[config.mk]
export PLATFORM = sky130hd
export DESIGN_NAME = pipeline_hazard_ctrl_flat
export DESIGN_NICKNAME = d
export VERILOG_FILES = /design/src/rtl/riskbes_pkg.sv /design/src/rtl/pipeline_hazard_ctrl_if.sv /design/src/rtl/sat_counter.sv /design/src/rtl/pipeline_hazard_ctrl.sv /design/src/flat_wrapper.sv
export SDC_FILE = /design/constraint.sdc
export NUM_CORES = 1
export LEC_CHECK = 0
export BUFFER_PORTS_ARGS = -buffer_cell sky130_fd_sc_hd__buf_2
export CAP_MARGIN = 15
export CORE_ASPECT_RATIO = 0.9
export CORE_MARGIN = 8
export CORE_UTILIZATION = 40
export CTS_CLUSTER_DIAMETER = 30
export CTS_CLUSTER_SIZE = 28
export DETAILED_ROUTE_END_ITERATION = 10
export GPL_ROUTABILITY_DRIVEN = 0
export HOLD_SLACK_MARGIN = 0.02
export PLACE_DENSITY_LB_ADDON = 0.1
export SLEW_MARGIN = 20
export SYNTH_ARGS = -nofsm -noshare
export SYNTH_HDL_FRONTEND = slang
export SYNTH_SLANG_ARGS = --single-unit
[constraint.sdc]
create_clock -name clk_i -period 2.5 [get_ports clk_i]
set_input_delay 0.375 -clock clk_i [delete_from_list [all_inputs] [get_ports clk_i]]
set_output_delay 0.375 -clock clk_i [all_outputs]
set_load 0.01 [all_outputs]
[src/rtl/riskbes_pkg.sv]
// rtl/riskbes_pkg.sv - shared types and constants for the pipeline hazard controller
package riskbes_pkg;

  typedef enum logic {
    RUN,
    MEM_WAIT
  } hz_state_e;

  // Which priority level drove the control outputs this cycle (debug only)
  typedef enum logic [2:0] {
    HZ_NONE,
    HZ_DMEM,
    HZ_REDIRECT,
    HZ_LOAD_USE,
    HZ_IMEM
  } hazard_cause_e;

  localparam logic [4:0] REG_X0 = 5'd0;

endpackage

[src/rtl/pipeline_hazard_ctrl_if.sv]
// rtl/pipeline_hazard_ctrl_if.sv - pipeline status in, stall/flush controls and counters out
interface pipeline_hazard_ctrl_if #(
  parameter int CNT_W = 32
);
  import riskbes_pkg::*;

  logic [4:0]       rs1_label_id_i;
  logic [4:0]       rs2_label_id_i;
  logic             uses_rs1_id_i;
  logic             uses_rs2_id_i;
  logic [4:0]       rd_id_ex_i;
  logic             is_load_instr_id_ex_i;
  logic             reg_wb_en_id_ex_i;
  logic             branch_taken_ex_i;
  logic             imem_busywait_i;
  logic             dmem_busywait_i;
  logic             cnt_clr_i;

  logic             pc_stall_o;
  logic             if_id_busywait_o;
  logic             id_ex_busywait_o;
  logic             ex_mem_busywait_o;
  logic             if_id_flush_o;
  logic             id_ex_flush_o;
  logic             mem_timeout_o;
  logic [CNT_W-1:0] stall_cnt_o;
  logic [CNT_W-1:0] flush_cnt_o;
  hazard_cause_e    hazard_cause_o;

  modport slave (
    input  rs1_label_id_i, rs2_label_id_i, uses_rs1_id_i, uses_rs2_id_i,
    input  rd_id_ex_i, is_load_instr_id_ex_i, reg_wb_en_id_ex_i,
    input  branch_taken_ex_i, imem_busywait_i, dmem_busywait_i, cnt_clr_i,
    output pc_stall_o, if_id_busywait_o, id_ex_busywait_o, ex_mem_busywait_o,
    output if_id_flush_o, id_ex_flush_o, mem_timeout_o,
    output stall_cnt_o, flush_cnt_o, hazard_cause_o
  );

  modport master (
    output rs1_label_id_i, rs2_label_id_i, uses_rs1_id_i, uses_rs2_id_i,
    output rd_id_ex_i, is_load_instr_id_ex_i, reg_wb_en_id_ex_i,
    output branch_taken_ex_i, imem_busywait_i, dmem_busywait_i, cnt_clr_i,
    input  pc_stall_o, if_id_busywait_o, id_ex_busywait_o, ex_mem_busywait_o,
    input  if_id_flush_o, id_ex_flush_o, mem_timeout_o,
    input  stall_cnt_o, flush_cnt_o, hazard_cause_o
  );

endinterface

[src/rtl/sat_counter.sv]
// rtl/sat_counter.sv - saturating event counter with synchronous clear
module sat_counter #(
  parameter int WIDTH = 32
) (
  input  logic             clk_i,
  input  logic             rst_i,
  input  logic             inc_i,
  input  logic             clr_i,
  output logic [WIDTH-1:0] cnt_o
);

  logic [WIDTH-1:0] cnt_q, cnt_d;

  // Clear wins over a same-cycle increment
  always_comb begin
    cnt_d = cnt_q;
    if (clr_i) begin
      cnt_d = '0;
    end else if (inc_i && (cnt_q != '1)) begin
      cnt_d = cnt_q + 1'b1;
    end
  end

  always_ff @(posedge clk_i) begin
    if (rst_i) begin
      cnt_q <= '0;
    end else begin
      cnt_q <= cnt_d;
    end
  end

  assign cnt_o = cnt_q;

endmodule

[src/rtl/pipeline_hazard_ctrl.sv]
// rtl/pipeline_hazard_ctrl.sv - stall/flush priority decode, data-wait watchdog and event counters
module pipeline_hazard_ctrl
  import riskbes_pkg::*;
#(
  parameter int MEM_TIMEOUT = 1024,
  parameter int CNT_W       = 32
) (
  input  logic                  clk_i,
  input  logic                  rst_i,
  pipeline_hazard_ctrl_if.slave hz
);

  localparam int WAIT_W = $clog2(MEM_TIMEOUT + 1);
  localparam logic [WAIT_W-1:0] WAIT_MAX = WAIT_W'(MEM_TIMEOUT);
  localparam logic [WAIT_W-1:0] WAIT_ONE = WAIT_W'(1);

  hz_state_e     state_q, state_d;
  logic [WAIT_W-1:0] wait_cnt_q, wait_cnt_d;
  logic          timeout_q, timeout_d;
  hazard_cause_e cause;
  logic          load_use;
  logic          rs1_hit, rs2_hit;

  assign rs1_hit  = hz.uses_rs1_id_i && (hz.rs1_label_id_i == hz.rd_id_ex_i);
  assign rs2_hit  = hz.uses_rs2_id_i && (hz.rs2_label_id_i == hz.rd_id_ex_i);
  assign load_use = hz.is_load_instr_id_ex_i && hz.reg_wb_en_id_ex_i
                    && (hz.rd_id_ex_i != REG_X0) && (rs1_hit || rs2_hit);

  always_comb begin
    cause = HZ_NONE;
    if (rst_i)                     cause = HZ_NONE;
    else if (hz.dmem_busywait_i)   cause = HZ_DMEM;
    else if (hz.branch_taken_ex_i) cause = HZ_REDIRECT;
    else if (load_use)             cause = HZ_LOAD_USE;
    else if (hz.imem_busywait_i)   cause = HZ_IMEM;
  end

  always_comb begin
    hz.pc_stall_o        = 1'b0;
    hz.if_id_busywait_o  = 1'b0;
    hz.id_ex_busywait_o  = 1'b0;
    hz.ex_mem_busywait_o = 1'b0;
    hz.if_id_flush_o     = rst_i;
    hz.id_ex_flush_o     = rst_i;
    case (cause)
      HZ_DMEM: begin
        hz.pc_stall_o        = 1'b1;
        hz.if_id_busywait_o  = 1'b1;
        hz.id_ex_busywait_o  = 1'b1;
        hz.ex_mem_busywait_o = 1'b1;
      end
      HZ_REDIRECT: begin
        hz.if_id_flush_o = 1'b1;
        hz.id_ex_flush_o = 1'b1;
      end
      // Hold IF and ID; the bubble into ID/EX lets the load advance one stage
      HZ_LOAD_USE: begin
        hz.pc_stall_o       = 1'b1;
        hz.if_id_busywait_o = 1'b1;
        hz.id_ex_flush_o    = 1'b1;
      end
      HZ_IMEM: begin
        hz.pc_stall_o    = 1'b1;
        hz.if_id_flush_o = 1'b1;
      end
      default: ;
    endcase
  end

  always_comb begin
    state_d    = state_q;
    wait_cnt_d = wait_cnt_q;
    case (state_q)
      RUN: begin
        if (hz.dmem_busywait_i) begin
          state_d    = MEM_WAIT;
          wait_cnt_d = WAIT_ONE;
        end
      end
      MEM_WAIT: begin
        if (!hz.dmem_busywait_i) begin
          state_d    = RUN;
          wait_cnt_d = '0;
        end else if (wait_cnt_q != WAIT_MAX) begin
          wait_cnt_d = wait_cnt_q + 1'b1;
        end
      end
      default: begin
        state_d    = RUN;
        wait_cnt_d = '0;
      end
    endcase
    timeout_d = timeout_q || (wait_cnt_d == WAIT_MAX);
  end

  always_ff @(posedge clk_i) begin
    if (rst_i) begin
      state_q    <= RUN;
      wait_cnt_q <= '0;
      timeout_q  <= 1'b0;
    end else begin
      state_q    <= state_d;
      wait_cnt_q <= wait_cnt_d;
      timeout_q  <= timeout_d;
    end
  end

  assign hz.mem_timeout_o  = timeout_q;
  assign hz.hazard_cause_o = cause;

  sat_counter #(.WIDTH(CNT_W)) u_stall_cnt (
    .clk_i (clk_i),
    .rst_i (rst_i),
    .inc_i (hz.pc_stall_o),
    .clr_i (hz.cnt_clr_i),
    .cnt_o (hz.stall_cnt_o)
  );

  sat_counter #(.WIDTH(CNT_W)) u_flush_cnt (
    .clk_i (clk_i),
    .rst_i (rst_i),
    .inc_i (cause == HZ_REDIRECT),
    .clr_i (hz.cnt_clr_i),
    .cnt_o (hz.flush_cnt_o)
  );

endmodule

[src/flat_wrapper.sv]
// flat-port wrapper written by rule: the top's interface ports become plain ports
module pipeline_hazard_ctrl_flat import riskbes_pkg::*;
#(
  parameter int MEM_TIMEOUT = 1024,
  parameter int CNT_W       = 32
)
  (clk_i, rst_i, hz_rs1_label_id_i, hz_rs2_label_id_i, hz_uses_rs1_id_i, hz_uses_rs2_id_i, hz_rd_id_ex_i, hz_is_load_instr_id_ex_i, hz_reg_wb_en_id_ex_i, hz_branch_taken_ex_i, hz_imem_busywait_i, hz_dmem_busywait_i, hz_cnt_clr_i, hz_pc_stall_o, hz_if_id_busywait_o, hz_id_ex_busywait_o, hz_ex_mem_busywait_o, hz_if_id_flush_o, hz_id_ex_flush_o, hz_mem_timeout_o, hz_stall_cnt_o, hz_flush_cnt_o, hz_hazard_cause_o);
  pipeline_hazard_ctrl_if #(.CNT_W(CNT_W)) hz_i ();
  input  logic clk_i;
  input  logic rst_i;
  input wire logic [$bits(hz_i.rs1_label_id_i)-1:0] hz_rs1_label_id_i;
  input wire logic [$bits(hz_i.rs2_label_id_i)-1:0] hz_rs2_label_id_i;
  input wire logic [$bits(hz_i.uses_rs1_id_i)-1:0] hz_uses_rs1_id_i;
  input wire logic [$bits(hz_i.uses_rs2_id_i)-1:0] hz_uses_rs2_id_i;
  input wire logic [$bits(hz_i.rd_id_ex_i)-1:0] hz_rd_id_ex_i;
  input wire logic [$bits(hz_i.is_load_instr_id_ex_i)-1:0] hz_is_load_instr_id_ex_i;
  input wire logic [$bits(hz_i.reg_wb_en_id_ex_i)-1:0] hz_reg_wb_en_id_ex_i;
  input wire logic [$bits(hz_i.branch_taken_ex_i)-1:0] hz_branch_taken_ex_i;
  input wire logic [$bits(hz_i.imem_busywait_i)-1:0] hz_imem_busywait_i;
  input wire logic [$bits(hz_i.dmem_busywait_i)-1:0] hz_dmem_busywait_i;
  input wire logic [$bits(hz_i.cnt_clr_i)-1:0] hz_cnt_clr_i;
  output wire logic [$bits(hz_i.pc_stall_o)-1:0] hz_pc_stall_o;
  output wire logic [$bits(hz_i.if_id_busywait_o)-1:0] hz_if_id_busywait_o;
  output wire logic [$bits(hz_i.id_ex_busywait_o)-1:0] hz_id_ex_busywait_o;
  output wire logic [$bits(hz_i.ex_mem_busywait_o)-1:0] hz_ex_mem_busywait_o;
  output wire logic [$bits(hz_i.if_id_flush_o)-1:0] hz_if_id_flush_o;
  output wire logic [$bits(hz_i.id_ex_flush_o)-1:0] hz_id_ex_flush_o;
  output wire logic [$bits(hz_i.mem_timeout_o)-1:0] hz_mem_timeout_o;
  output wire logic [$bits(hz_i.stall_cnt_o)-1:0] hz_stall_cnt_o;
  output wire logic [$bits(hz_i.flush_cnt_o)-1:0] hz_flush_cnt_o;
  output wire logic [$bits(hz_i.hazard_cause_o)-1:0] hz_hazard_cause_o;
  assign hz_i.rs1_label_id_i = hz_rs1_label_id_i;
  assign hz_i.rs2_label_id_i = hz_rs2_label_id_i;
  assign hz_i.uses_rs1_id_i = hz_uses_rs1_id_i;
  assign hz_i.uses_rs2_id_i = hz_uses_rs2_id_i;
  assign hz_i.rd_id_ex_i = hz_rd_id_ex_i;
  assign hz_i.is_load_instr_id_ex_i = hz_is_load_instr_id_ex_i;
  assign hz_i.reg_wb_en_id_ex_i = hz_reg_wb_en_id_ex_i;
  assign hz_i.branch_taken_ex_i = hz_branch_taken_ex_i;
  assign hz_i.imem_busywait_i = hz_imem_busywait_i;
  assign hz_i.dmem_busywait_i = hz_dmem_busywait_i;
  assign hz_i.cnt_clr_i = hz_cnt_clr_i;
  assign hz_pc_stall_o = hz_i.pc_stall_o;
  assign hz_if_id_busywait_o = hz_i.if_id_busywait_o;
  assign hz_id_ex_busywait_o = hz_i.id_ex_busywait_o;
  assign hz_ex_mem_busywait_o = hz_i.ex_mem_busywait_o;
  assign hz_if_id_flush_o = hz_i.if_id_flush_o;
  assign hz_id_ex_flush_o = hz_i.id_ex_flush_o;
  assign hz_mem_timeout_o = hz_i.mem_timeout_o;
  assign hz_stall_cnt_o = hz_i.stall_cnt_o;
  assign hz_flush_cnt_o = hz_i.flush_cnt_o;
  assign hz_hazard_cause_o = hz_i.hazard_cause_o;
  pipeline_hazard_ctrl #(.MEM_TIMEOUT(MEM_TIMEOUT), .CNT_W(CNT_W)) u_core (.clk_i(clk_i), .rst_i(rst_i), .hz(hz_i));
endmodule
==> results of run 1 <==
cell families after synthesis:
| group | share of synthesized area |
|---|---|
| and+or+nand+nor | 0.339 |
| AOI/OAI and AO/OA | 0.156 |
| DFF | 0.356 |
| xor gates and xnor gates | 0.0890 |
| buffers and inverters | 0.0419 |
| adders and majority gates | 0.0116 |
| muxes | 0.00694 |
cells in the final DEF (no fill, tap or decap), types with 9 or more instances in the layout:
cell type / Yosys / layout
buf_4: 6 / 10
a21oi_1: 40 / 40
nand2_1: 39 / 39
nand3_1: 26 / 26
nor3_1: 10 / 10
xnor2_1: 24 / 24
and4_1: 16 / 16
nand4_1: 36 / 36
clkbuf_16: 0 / 9
dfxtp_1: 77 / 77
o21ai_0: 18 / 18
o31ai_1: 18 / 18
or3_1: 18 / 18
buf_2: 3 / 98
or4_1: 20 / 20
xor2_1: 20 / 20
nor2_1: 43 / 43
and3_1: 15 / 15
power breakdown:
part	internal, W	switching (W)
clock	0.000926	0.000502
combinational	0.0000629	0.000104
sequential	0.00123	0.00000453
total	0.00222	0.000611
path summary, 6_finish.rpt:
check	start	endpoint	slack, ns	cells past startpoint
worst min register to register	u_core.hz.mem_timeout_o	u_core.hz.mem_timeout_o	0.47	2
worst max register to register	u_core.u_stall_cnt.cnt_o[2]	u_core.u_stall_cnt.cnt_o[8]	0.29	6
worst max-delay path	u_core.u_stall_cnt.cnt_o[2]	u_core.u_stall_cnt.cnt_o[8]	0.29	6
worst min-delay path	hz_cnt_clr_i	u_core.u_stall_cnt.cnt_o[23]	0.36	3
metrics by stage:
step,std cells,area [sq um]
floorplan,525,4330
CTS,752,5250
detailed placement,736,4920
global route,752,5250
global placement,736,4920
finish,752,5250
routing by layer:
metal | wire length (um) | part of all wire
met1 | 5390 | 0.46
met2 | 5740 | 0.49
met3 | 435 | 0.037
met4 | 151 | 0.013
met5 | 0 | 0
area by class of cell:
class                   count  area (sq um)
inverters                   6          22.5
clock buffers              12           256
clock inverters             4          70.1
multi-input cells         411          2610
flip-flops and latches     77          1540
fillers                  1088          5430
repair buffers            109           586
well taps                 133           166
worst min-delay path, stage by stage:
cell	delay, ns
buf_2	0.11
or3_1	0.10
o41ai_1	0.05
state kept, by name, summed over array words and instances (netlist names):
register / flops
u_core.hz.mem_timeout_o: 1
u_core.state_q: 1
u_core.u_flush_cnt.cnt_o: 32
u_core.u_stall_cnt.cnt_o: 32
u_core.wait_cnt_q: 11
==> flow_summary.yaml, run 1 <==
run_status:
  status: "completed"
cts:
  clock-root-buffer: "clkbuf_16"
  clk_latency_ns: 0.33
  cts_sinks: 77
  htreeDepth: 3
  cts_buffers: 9
  cts_tree: "done"
  post_cts_buffers: 0
  ctsResizeCount: 0
  path_clk_slew_ns: 0.06
  hold_buffers: 0
  cts_max_path_buffers: 2
die:
  die-area_sq_mm: 0.0144
  die_w_um: 126
  die_height_um: 115
  fp.coreArea_sq_mm: 0.0107
  start_util: 0.405
  pin_count: 99
  fp-row-count: 36
sta:
  drv_slew: 0
  holdWs_ns: 0.358
  hold_viol: 0
  rsz0062_at_grt: "no"
  fin_skew_ns: 0.00679
  finalSetupViolCount: 0
  timing.final.crit_share: 0.884
  min_period_ns: 2.21
  setup_ws_ns: 0.289
  worstMarginPinSlew_ns: 0.605
  fin_setup_tns_ns: 0
  relSlewSlack: 0.596
  max_freq_mhz: 452
detailed_routing:
  drt_iter0_drc: 237
  detail_route.wl_per_cell_um: 15.6
  drc_errors: 0
  viasPerCell: 5.63
  ant_nets: 0
  routed_wirelength_mm: 11.7
  dr.pass1.iters: 4
  via_count: 4231
setup_path:
  start_kind: "flop"
  cpMaxStageDelayCell: "or4_1"
  end_kind: "flop"
  critPathBufInv: 0
  cp.arrival_ns: 2.47
  crit_type: "reg2reg"
  path_max_fanout: 9
  cpPeakStageDelay_ns: 0.71
  worstPathCellList: "and4_1 > nand3_1 > or4_1 > nand4_1 > o21ai_0 > a21oi_1"
  critical_path.top_delay_family: "simple AND/OR/NAND/NOR gates"
  required_ns: 2.76
flow_run:
  drv_cap: 0
synth:
  ys_top_cells_by_area: "dfxtp_1 (36%), nand4_1 (5.2%), xnor2_1 (4.9%)"
  synthFlopType: "dfxtp_1"
  synth-edff-count: 0
  synth_cell_types: 56
  synth_most_common_cell: "dfxtp_1"
  postSynthCellCount: 525
  ys_seq_area_frac: 0.356
  synthTopCellsByCount: "dfxtp_1 (77), nor2_1 (43), a21oi_1 (40), nand2_1 (39), nand4_1 (36)"
  synthesis.nets: 554
  async_flop_share: 0
  syn_area_per_cell_sq_um: 8.24
  syn_area_sq_mm: 0.00433
  yosys.area.top_type_share: 0.356
  synth_top_area_cell: "dfxtp_1"
  synth-seq-cells: 77
  ys.warnings.count: 0
global_route:
  use_met1: 0.194
  grt_pass1_vias: 3932
  use_met3: 0.0382
  track_usage: 0.159
  grt.overflow.total: 0
  grt_pass1_wl_mm: 19.2
  grtUsageMet2: 0.273
  grt_max_degree: 62
  grt-busiest-layer: "met2"
  antenna_found_initial: 0
power:
  ir_drop_mv: 0.336
  p_per_area_mw_per_mm2: 539
  leakagePower_nw: 1.99
  total_power_w: 0.00283
layout:
  fin_nets: 643
  syn_to_final_growth_pct: 21.2
  n_antenna_cell: 0
  fin_util: 0.492
  drive_gt1_frac: 0.220
placement:
  post-place-ws_ns: 0.249
  post-dp-hpwl_mm: 8.47
  io_buffers: 98
min_path:
  hold_class: "in2reg"
(Power assumes the default switching activity.)
==> inputs of run 2 (changes only) <==
--- a/config.mk
+++ b/config.mk
@@ -8,4 +8,6 @@
 export BUFFER_PORTS_ARGS = -buffer_cell sky130_fd_sc_hd__buf_2
 export CAP_MARGIN = 15
+export CELL_PAD_IN_SITES_DETAIL_PLACEMENT = 1
+export CELL_PAD_IN_SITES_GLOBAL_PLACEMENT = 1
 export CORE_ASPECT_RATIO = 0.9
 export CORE_MARGIN = 8
==> constraint.sdc (replaced) <==
create_clock -name clk_i -period 2.5 [get_ports clk_i]
set_input_delay 0.375 -clock clk_i [delete_from_list [all_inputs] [get_ports clk_i]]
set_output_delay 0.375 -clock clk_i [all_outputs]
set_load 0.05 [all_outputs]
==> flow_summary.yaml, run 2 (synthesis results as in run 1) <==
cts:
  path_clk_slew_ns: 0.06
  cts_max_path_buffers: 2
  htreeDepth: 3
  cts_buffers: 9
  hold_buffers: 0
  clock-root-buffer: "clkbuf_16"
  ctsResizeCount: 0
  post_cts_buffers: 0
  cts_sinks: 77
  clk_latency_ns: 0.34
  cts_tree: "done"
die:
  die_w_um: 126
  fp-row-count: 36
  start_util: 0.405
  pin_count: 99
  die_height_um: 115
  fp.coreArea_sq_mm: 0.0107
  die-area_sq_mm: 0.0144
sta:
  worstMarginPinSlew_ns: 0.544
  rsz0062_at_grt: "no"
  fin_skew_ns: 0.00546
  max_freq_mhz: 421
  min_period_ns: 2.37
  relSlewSlack: 0.635
  hold_viol: 0
  finalSetupViolCount: 0
  timing.final.crit_share: 0.949
  drv_slew: 0
  holdWs_ns: 0.364
  fin_setup_tns_ns: 0
layout:
  stdcell_area_sq_mm: 0.00521
  fin_util: 0.488
  final_common_cell: "buf_2"
  multi_input_area_sq_mm: 0.00261
  final_cell_mix: "buf_2 (98), dfxtp_1 (77), nor2_1 (43)"
  drive_gt1_frac: 0.221
  seq_area_sq_mm: 0.00154
  syn_to_final_growth_pct: 20.4
  fin_nets: 645
  nFillCells: 1321
  n_antenna_cell: 0
setup_path:
  endpoint: "hz_hazard_cause_o[2]"
  crit_type: "in2out"
  required_ns: 2.12
  rr_startpoint: "u_core.u_stall_cnt.cnt_o[3]"
  end_kind: "output port"
  r2r_end: "u_core.u_stall_cnt.cnt_o[5]"
  start_kind: "input pin"
  crit_start: "hz_rd_id_ex_i[0]"
  path_max_fanout: 5
  worst-r2r-setup-slack_ns: 0.29
  r2r_cells: 6
  cp.arrival_ns: 2.00
detailed_routing:
  ant_nets: 0
  routed_wirelength_mm: 13.2
  via_count: 4366
  detail_route.wl_per_cell_um: 17.6
  drt_iter0_drc: 243
  viasPerCell: 5.81
  drc_errors: 0
  dr.pass1.iters: 4
global_route:
  grt_pass1_vias: 4450
  antenna_found_initial: 0
  grt_max_degree: 36
  grt_pass1_wl_mm: 22.1
  grt.overflow.total: 0
  track_usage: 0.185
placement:
  io_buffers: 98
  placed_cell_area_sq_mm: 0.00492
  post-dp-hpwl_mm: 9.77
min_path:
  hold_class: "in2reg"
  whs_path_depth: 3
run_status:
  status: "completed"
power:
  ir_drop_mv: 0.273
  p_per_area_mw_per_mm2: 516
  leakagePower_nw: 1.98
  total_power_w: 0.00269
flow_run:
  drv_cap: 0
-- run 2: per-layer routing --
layer  track usage  share of wire
met1         0.213           0.44
met2         0.333           0.51
met3        0.0424          0.034
met4        0.0616          0.015
met5             0              0
-- run 2: cell type report --
type | instances | share of cell area
clock buffers | 13 | 0.0538
clock inverters | 1 | 0.000961
inverters | 6 | 0.00432
multi-input cells | 411 | 0.500
flip-flops and latches | 77 | 0.296
well taps | 133 | 0.0319
repair buffers | 111 | 0.113
-- run 2: critical path: stages --
cell and delay, ns:
buf_2 0.12, or3_1 0.38, o311a_1 0.39, a21oi_1 0.28, and3_1 0.19, buf_2 0.26
-- run 2: metrics by stage --
stage | worst slack, ns | std cells
after global routing | 0.0907 | 752
after CTS | 0.128 | 752
final | 0.127 | 752
after global placement | 0.187 | 738
after floorplan | 0.0252 | 525
after detailed placement | 0.129 | 738
-- run 2: how the worst min path moves through the flow --
stage	from	endpoint	slack, ns
final	hz_cnt_clr_i	u_core.u_stall_cnt.cnt_o[13]	0.36
after global routing	hz_cnt_clr_i	u_core.u_stall_cnt.cnt_o[9]	0.37
after CTS	hz_cnt_clr_i	u_core.u_stall_cnt.cnt_o[23]	0.35
after detailed placement	u_core.hz.mem_timeout_o	u_core.hz.mem_timeout_o	0.47
after global placement	u_core.hz.mem_timeout_o	u_core.hz.mem_timeout_o	0.46
after floorplan	u_core.wait_cnt_q[7]	u_core.wait_cnt_q[7]	0.48
-- run 2: power breakdown --
group	total [W]	switching (W)	internal, W
Sequential	0.00124	0.00000617	0.00123
Combinational	0.000199	0.000135	0.0000640
Clock	0.00125	0.000486	0.000768
Total	0.00269	0.000627	0.00206
==> inputs of run 3 (changes only) <==
==> constraint.sdc (replaced) <==
create_clock -name clk_i -period 2.5 [get_ports clk_i]
set_input_delay 0.375 -clock clk_i [delete_from_list [all_inputs] [get_ports clk_i]]
set_output_delay 0.375 -clock clk_i [all_outputs]
set_load 0.01 [all_outputs]
==> flow_summary.yaml, run 3 (synthesis results as in run 1) <==
run_status:
  status: "completed"
die:
  die_w_um: 126
  fp.coreArea_sq_mm: 0.0107
  pin_count: 99
  die_height_um: 115
  die-area_sq_mm: 0.0144
  fp-row-count: 36
  start_util: 0.405
sta:
  hold_viol: 0
  relSlewSlack: 0.664
  worstMarginPinSlew_ns: 0.501
  min_period_ns: 2.26
  holdWs_ns: 0.361
  finalSetupViolCount: 0
  setup_ws_ns: 0.240
  timing.final.crit_share: 0.904
  max_freq_mhz: 442
  drv_slew: 0
  fin_setup_tns_ns: 0
  fin_skew_ns: 0.00815
  rsz0062_at_grt: "no"
detailed_routing:
  via_count: 4328
  viasPerCell: 5.75
  detail_route.wl_per_cell_um: 17.6
  ant_nets: 0
  drc_errors: 0
  routed_wirelength_mm: 13.2
  drt_iter0_drc: 182
  dr.pass1.iters: 4
cts:
  cts_tree: "done"
  post_cts_buffers: 0
  ctsResizeCount: 0
  clk_latency_ns: 0.33
  hold_buffers: 0
  path_clk_slew_ns: 0.06
  cts_max_path_buffers: 2
  cts_sinks: 77
  cts_buffers: 9
  clock-root-buffer: "clkbuf_16"
  htreeDepth: 3
placement:
  post-place-ws_ns: 0.213
  post-dp-hpwl_mm: 9.77
  io_buffers: 98
  placed_cell_area_sq_mm: 0.00492
min_path:
  hold_class: "in2reg"
global_route:
  track_usage: 0.185
  grt_max_degree: 36
  grt_pass1_wl_mm: 22.0
  grt_pass1_vias: 4346
  grt.overflow.total: 0
  antenna_found_initial: 0
layout:
  syn_to_final_growth_pct: 19.9
  n_antenna_cell: 0
  drive_gt1_frac: 0.216
  stdcell_area_sq_mm: 0.00519
  final_cell_mix: "buf_2 (98), dfxtp_1 (77), nor2_1 (43)"
  multi_input_area_sq_mm: 0.00261
  nFillCells: 1321
  fin_nets: 644
  final_common_cell: "buf_2"
  seq_area_sq_mm: 0.00154
setup_path:
  start_kind: "input pin"
  crit_type: "in2out"
  cp.arrival_ns: 1.88
  end_kind: "output port"
  path_max_fanout: 5
  required_ns: 2.12
power:
  p_per_area_mw_per_mm2: 506
  ir_drop_mv: 0.271
  leakagePower_nw: 1.96
flow_run:
  drv_cap: 0
==> run 3: cell count changes in the layout (fill, tap and decap cells not counted) <==
cell / change
clkbuf_1: +4
clkbuf_8: -2
buf_4: -1
==> run 3: worst paths after layout <==
| check | depth (start not counted) | slack [ns] | end | startpoint |
|---|---|---|---|---|
| worst max-delay path | 6 | 0.24 | hz_hazard_cause_o[2] | hz_rd_id_ex_i[0] |
| worst min-delay path | 3 | 0.36 | u_core.u_stall_cnt.cnt_o[13] | hz_cnt_clr_i |
| worst max register to register | 6 | 0.26 | u_core.u_stall_cnt.cnt_o[19] | u_core.u_stall_cnt.cnt_o[2] |
| worst min register to register | 2 | 0.46 | u_core.hz.mem_timeout_o | u_core.hz.mem_timeout_o |
==> run 3: worst max-delay path: stages <==
cell     delay (ns)
buf_2          0.12
or3_1          0.38
o311a_1        0.39
a21oi_1        0.29
and3_1         0.19
buf_2          0.13
==> run 3: per-layer routing <==
metal,share of wire,vias up,GRT usage
met4,0.022,0,0.0729
met5,0,-,0
li1,-,2144,-
met1,0.44,2093,0.218
met3,0.034,21,0.0396
met2,0.50,70,0.323
==> run 3: layout make-up <==
cell class / instances / area share
repair buffers: 110 / 0.112
clock buffers: 15 / 0.0516
multi-input cells: 411 / 0.502
inverters: 6 / 0.00434
clock inverters: 1 / 0.000965
flip-flops and latches: 77 / 0.297
well taps: 133 / 0.0321
==> run 3: through the flow <==
stage                util  total power, W  std cells
floorplan               -         0.00137        525
finish              0.486         0.00263        753
global route        0.486         0.00273        753
detailed placement  0.461         0.00143        737
CTS                 0.486         0.00267        753
global placement    0.461         0.00143        737
==> run 3: power breakdown <==
part	internal (W)	switching, W	total [W]
logic	0.0000628	0.000106	0.000169
clock network	0.000727	0.000493	0.00122
registers	0.00123	0.00000640	0.00124
total	0.00202	0.000606	0.00263
